`config.mk`:
```
export PLATFORM = sky130hd
export DESIGN_NAME = axi4_lite_master_param
export DESIGN_NICKNAME = d
export VERILOG_FILES = /design/src/rtl/axi4_lite_master_param.sv
export SDC_FILE = /design/constraint.sdc
export NUM_CORES = 1
export LEC_CHECK = 0
export CAP_MARGIN = 20
export CELL_PAD_IN_SITES_DETAIL_PLACEMENT = 1
export CELL_PAD_IN_SITES_GLOBAL_PLACEMENT = 1
export CORE_UTILIZATION = 25
export DETAILED_ROUTE_END_ITERATION = 16
export GPL_TIMING_DRIVEN = 0
export PLACE_DENSITY = 0.81
export SYNTH_ARGS = -nofsm -noshare
export SYNTH_HDL_FRONTEND = slang
export SYNTH_SLANG_ARGS = --single-unit
```
`constraint.sdc`:
```
create_clock -name clk -period 1.8 [get_ports clk]
set_input_delay 0.27 -clock clk [delete_from_list [all_inputs] [get_ports clk]]
set_output_delay 0.27 -clock clk [all_outputs]
set_load 0.005 [all_outputs]
```
`src/rtl/axi4_lite_master_param.sv`:
```
// Single-outstanding AXI4-Lite master: one user command becomes one AW+W/B or AR/R exchange.
// Response phases are guarded by a watchdog; on expiry the block halts until reset.
module axi4_lite_master_param #(
    parameter int ADDR_W  = 32,
    parameter int DATA_W  = 32,
    parameter int TIMEOUT = 1024
) (
    input  logic                clk,
    input  logic                rst,
    input  logic                AXI_Start,
    input  logic                AXI_WriteEn,
    input  logic [ADDR_W-1:0]   AXI_Addr,
    input  logic [DATA_W-1:0]   AXI_WData,
    input  logic [DATA_W/8-1:0] AXI_WStrb,
    output logic [DATA_W-1:0]   AXI_RData,
    output logic [1:0]          AXI_Resp,
    output logic                AXI_Done,
    output logic                AXI_Busy,
    output logic                AXI_Timeout,
    output logic [ADDR_W-1:0]   M_AXI_AWADDR,
    output logic [2:0]          M_AXI_AWPROT,
    output logic                M_AXI_AWVALID,
    input  logic                M_AXI_AWREADY,
    output logic [DATA_W-1:0]   M_AXI_WDATA,
    output logic [DATA_W/8-1:0] M_AXI_WSTRB,
    output logic                M_AXI_WVALID,
    input  logic                M_AXI_WREADY,
    input  logic [1:0]          M_AXI_BRESP,
    input  logic                M_AXI_BVALID,
    output logic                M_AXI_BREADY,
    output logic [ADDR_W-1:0]   M_AXI_ARADDR,
    output logic [2:0]          M_AXI_ARPROT,
    output logic                M_AXI_ARVALID,
    input  logic                M_AXI_ARREADY,
    input  logic [DATA_W-1:0]   M_AXI_RDATA,
    input  logic [1:0]          M_AXI_RRESP,
    input  logic                M_AXI_RVALID,
    output logic                M_AXI_RREADY
);

    localparam int STRB_W = DATA_W / 8;
    localparam int WD_W   = (TIMEOUT > 0) ? $clog2(TIMEOUT + 1) : 1;
    localparam logic [WD_W-1:0] WD_LAST = WD_W'(TIMEOUT - 1);

    typedef enum logic [2:0] {S_IDLE, S_WR, S_B, S_RA, S_R, S_DONE, S_HALT} state_t;

    state_t              state_q;
    logic [ADDR_W-1:0]   addr_q;
    logic [DATA_W-1:0]   wdata_q;
    logic [STRB_W-1:0]   wstrb_q;
    logic [DATA_W-1:0]   rdata_q;
    logic [1:0]          resp_q;
    logic                awvalid_q, wvalid_q, bready_q, arvalid_q, rready_q;
    logic                done_q, timeout_q;
    logic [WD_W-1:0]     wd_q;

    logic aw_ok, w_ok, wd_expire;

    // A channel counts as finished if it already handshook or handshakes this cycle.
    assign aw_ok     = ~awvalid_q | M_AXI_AWREADY;
    assign w_ok      = ~wvalid_q  | M_AXI_WREADY;
    assign wd_expire = (TIMEOUT != 0) && (wd_q == WD_LAST);

    always_ff @(posedge clk) begin
        if (rst) begin
            state_q   <= S_IDLE;
            addr_q    <= '0;
            wdata_q   <= '0;
            wstrb_q   <= '0;
            rdata_q   <= '0;
            resp_q    <= 2'b00;
            awvalid_q <= 1'b0;
            wvalid_q  <= 1'b0;
            bready_q  <= 1'b0;
            arvalid_q <= 1'b0;
            rready_q  <= 1'b0;
            done_q    <= 1'b0;
            timeout_q <= 1'b0;
            wd_q      <= '0;
        end else begin
            done_q <= 1'b0;
            case (state_q)
                S_IDLE: begin
                    if (AXI_Start) begin
                        addr_q  <= AXI_Addr;
                        wdata_q <= AXI_WData;
                        wstrb_q <= AXI_WStrb;
                        if (AXI_WriteEn) begin
                            state_q   <= S_WR;
                            awvalid_q <= 1'b1;
                            wvalid_q  <= 1'b1;
                        end else begin
                            state_q   <= S_RA;
                            arvalid_q <= 1'b1;
                        end
                    end
                end
                S_WR: begin
                    if (M_AXI_AWREADY) awvalid_q <= 1'b0;
                    if (M_AXI_WREADY)  wvalid_q  <= 1'b0;
                    if (aw_ok && w_ok) begin
                        state_q  <= S_B;
                        bready_q <= 1'b1;
                        wd_q     <= '0;
                    end
                end
                S_B: begin
                    if (M_AXI_BVALID) begin
                        resp_q   <= M_AXI_BRESP;
                        bready_q <= 1'b0;
                        done_q   <= 1'b1;
                        state_q  <= S_DONE;
                    end else if (wd_expire) begin
                        resp_q    <= 2'b10;
                        timeout_q <= 1'b1;
                        bready_q  <= 1'b0;
                        done_q    <= 1'b1;
                        state_q   <= S_HALT;
                    end else if (wd_q != '1) begin
                        wd_q <= wd_q + 1'b1;
                    end
                end
                S_RA: begin
                    if (M_AXI_ARREADY) begin
                        arvalid_q <= 1'b0;
                        rready_q  <= 1'b1;
                        wd_q      <= '0;
                        state_q   <= S_R;
                    end
                end
                S_R: begin
                    if (M_AXI_RVALID) begin
                        rdata_q  <= M_AXI_RDATA;
                        resp_q   <= M_AXI_RRESP;
                        rready_q <= 1'b0;
                        done_q   <= 1'b1;
                        state_q  <= S_DONE;
                    end else if (wd_expire) begin
                        resp_q    <= 2'b10;
                        timeout_q <= 1'b1;
                        rready_q  <= 1'b0;
                        done_q    <= 1'b1;
                        state_q   <= S_HALT;
                    end else if (wd_q != '1) begin
                        wd_q <= wd_q + 1'b1;
                    end
                end
                S_DONE:  state_q <= S_IDLE;
                // Only reset leaves S_HALT, so a late response can never pair with a new command.
                S_HALT:  state_q <= S_HALT;
                default: state_q <= S_IDLE;
            endcase
        end
    end

    assign AXI_RData     = rdata_q;
    assign AXI_Resp      = resp_q;
    assign AXI_Done      = done_q;
    assign AXI_Busy      = (state_q != S_IDLE);
    assign AXI_Timeout   = timeout_q;
    assign M_AXI_AWADDR  = addr_q;
    assign M_AXI_AWPROT  = 3'b000;
    assign M_AXI_AWVALID = awvalid_q;
    assign M_AXI_WDATA   = wdata_q;
    assign M_AXI_WSTRB   = wstrb_q;
    assign M_AXI_WVALID  = wvalid_q;
    assign M_AXI_BREADY  = bready_q;
    assign M_AXI_ARADDR  = addr_q;
    assign M_AXI_ARPROT  = 3'b000;
    assign M_AXI_ARVALID = arvalid_q;
    assign M_AXI_RREADY  = rready_q;

endmodule
```
==> metrics.md <==
| Metric | Value |
|---|---|
| Req. time, crit path | roughly 2.1 ns |
| Inst Count DP | roughly 1.2k |
| Post-synth EDFFs | 0 |
| Peak VDD IR | around 660 uV |
| Nets@finish | 1044 |
| Clock Latency Late Sink | 0.41 ns |
| Largest net degree at the start of global routing | 17 |
| CTS tree | done |
| Via density per instance | 4.52 |
| Vias | roughly 5.5k |
| Die Wd | 144 microns |
| Fin crit share | 0.986 |
| Layout Utilization | 0.446 |
| H-Tree Depth | 4 |
| Worst hold slack | between 0.4 and 0.5 ns |
| Fin crit period | between 1.5 and 2 ns |
| CP Capture Type | flip-flop |
| M3 GR Usage | 0.0813 |
| Die Y | roughly 140 microns |
| Syn Std Cell Area | 5030 sq um |
| Total Power | 9350 uW |
| Synth Flop Type | dfxtp_1 |
| CP Launch Point | state_q[0] |
| Met1 Use GR | 0.195 |
| Setup TNS Final | 0 ns |
| Post-synthesis mux area share | 0 |
| Cells after Synth | approximately 640 |
| Vias in the first global route | about 5.5k |
| Worst Skew | around 0.0097 ns |
| Cell variety after synth | around 50 |
| CP arrival | 2.10 ns |
| Initial antenna violation count | 2 |
| Ys async rst share | 0 |
| Top Ports | about 260 |
| Share of cells above drive strength 1 | 0.126 |
| Hold Violations, Final | 0 |
| Worst hold path startpoint | AXI_WData[6] |
| GR Util All Layers | 0.183 |
| Worst Hold Class | input port to flip-flop |
| Core ar. | 19600 sq um |
| CTS buffer count | 17 |
| Die area | just over 20000 sq um |
| Num rows | slightly above 50 |
| Power per cell area | roughly 1100 nW/um^2 |
| Drt pass-1 iters | 4 |
| Initial Util | 0.257 |
| Yosys reg bits | 123 |
| CTS max path bufs | 2 |
| Hpwl dp | around 14 mm |
| Root Driver | clkbuf_16 |
| Leakage power | around 0.0032 uW |
| Xor/xnor cell area share of the yosys netlist | 0 |
| Post-Route WL | 19.1 mm |
| Max-Cap Viols | 0 |
| Max-slew violations | 0 |
| RSZ-0062 raised after global routing | true |
| Max_slew headroom | 0.568 |
| Sequential fraction of the synthesis area | 0.489 |
| Worst-path clk slew | ~0.06 ns |
| Synth top area cells | dfxtp_1, nand2_1, a21oi_1 |
| Crit-path max FO | 7 |
| Compound-Gate Fraction of Synth Area | 0.193 |
| Drc violations | 0 |
| Area grow syn2layout | 73.5% |
| Synth top area share | 0.489 |
| Synth Area in Simple Gates | 0.221 |
| Worst Max-Slew Pin Slew | approximately 0.65 ns |
| Largest family of logic cells by synthesized area | simple AND/OR/NAND/NOR gates |
| Overflow after GRT | 0 |
| Status | completed |
| Buffers on Ports | 253 |
| Non-Filler Instances | around 1.2k |
| Syn. warnings | 0 |
| Adder-Cell Fraction of Synth Area | 0.00249 |
| Final setup fails | 0 |
| Crit Reg-Reg Startpoint | state_q[0] |
| Post-CTS Hold Fix Bufs | 0 |
| GPL Wtd Cong | slightly below 0.8 |
| Grt met2 use | 0.326 |
| CP Class | flip-flop to flip-flop |
| Iter 0 DRT Violations | 164 |
| Yosys top cell by area | dfxtp_1 |
| CTS Sinks | roughly 120 |
| Global-route wire length before repair | around 29 mm |
| Routed WL per cell | ~16 microns |
| GRT Max-Usage Layer | met2 |
| Final ANT Viol Nets | 0 |
| Startpoint Class | flip-flop |
| Highest Clock Rate | 563 MHz |
| Syn_area_per_cell | around 7.8 sq um |
registers in the layout, indices dropped and copies added, names as in the netlist, 2 cells and up:
register / flops
wd_q: 11
M_AXI_ARADDR: 32
M_AXI_WSTRB: 4
AXI_Resp: 2
M_AXI_WDATA: 32
state_q: 3
AXI_RData: 32
worst max-delay path, stage by stage (launching register included):
cell and delay [ns]:
dfxtp_4 0.37, or4b_4 0.55, o41ai_4 0.07, buf_6 0.18, buf_4 0.12, and2_1 0.15
nand2_1 0.09, a21oi_1 0.17
synthesized netlist by cell type (2+ instances only):
master and count:
a2111oi_0 2, a211oi_1 2, a21o_1 3, a21oi_1 122, a31oi_1 7, and2_1 2
and3_1 2, and4_1 2, buf_2 8, buf_4 38, clkbuf_1 32, dfxtp_1 123
inv_1 5, nand2_1 214, nand2b_1 2, nand3_1 10, nand4_1 2, nor2_1 17
nor2b_1 2, nor3_1 4, o211a_1 3, o21ai_0 11, or2_2 2, or3_1 2
placed cells by master, fill, tap and decap left out, types with 4 or more instances in the layout:
cell type / instances
a21oi_1: 119
a31oi_1: 7
buf_2: 4
buf_4: 49
clkbuf_1: 29
clkbuf_16: 17
clkbuf_2: 7
clkdlybuf4s50_1: 251
conb_1: 6
dfxtp_1: 118
inv_1: 5
nand2_1: 213
nand3_1: 9
nor2_1: 16
o21ai_0: 6
o21ai_1: 5
report_power, final:
part / internal (uW) / leakage [uW] / switching, uW / total, uW
registers: 3010 / 0.00100 / 213 / 3220
logic: 1410 / 0.00193 / 1210 / 2620
clock network: 2280 / 0.000291 / 1220 / 3510
total: 6710 / 0.00323 / 2640 / 9350
logic make-up after synthesis:
logic type | after synthesis
compound gates | 166
fa+ha+maj | 1
buf+inv | 85
flops | 123
other cells | 1
simple gates | 268
metrics by stage:
| step | setup WS (ns) | cell area, sq um |
|---|---|---|
| CTS | 0.00115 | 8620 |
| detailed placement | -0.706 | 7920 |
| finish | 0.0248 | 8730 |
| global placement | -0.628 | 7920 |
| floorplan | 0.105 | 5050 |
| global route | -0.0271 | 8730 |
repair_timing:
action                                 CTS  global route
pin swaps                                2             5
endpoints found under the hold margin    0             0
resized for setup                       25            29
buffers inserted                         5             6
setup endpoints to repair              118            69
gates cloned                             0             0
path summary, 6_finish.rpt:
path,cells after the start,to,slack [ns]
hold / removal,3,M_AXI_WDATA[6],0.40
setup / recovery,7,wd_q[9],0.02
hold reg to reg,2,M_AXI_WDATA[6],0.45
setup reg to reg,7,wd_q[9],0.02
routing by layer:
layer  vias to the layer above  wire length [microns]
li1                       2688                      -
met1                      2573                   7540
met2                       196                   9400
met3                        16                   1930
met4                         0                    212
met5                         -                      0
area by class of cell:
| cell class | count | area (sq um) |
|---|---|---|
| well taps | 265 | 332 |
| repair buffers | 264 | 2620 |
| inverters | 6 | 22.5 |
| fillers | 2350 | 10900 |
| flip-flops and latches | 123 | 2480 |
| multi-input cells | 441 | 2220 |
| plain buffers | 77 | 460 |
| clock inverters | 7 | 113 |
| diodes | 3 | 7.51 |
| clock buffers | 25 | 485 |
Note: power is estimated with default switching activity, not from simulation.
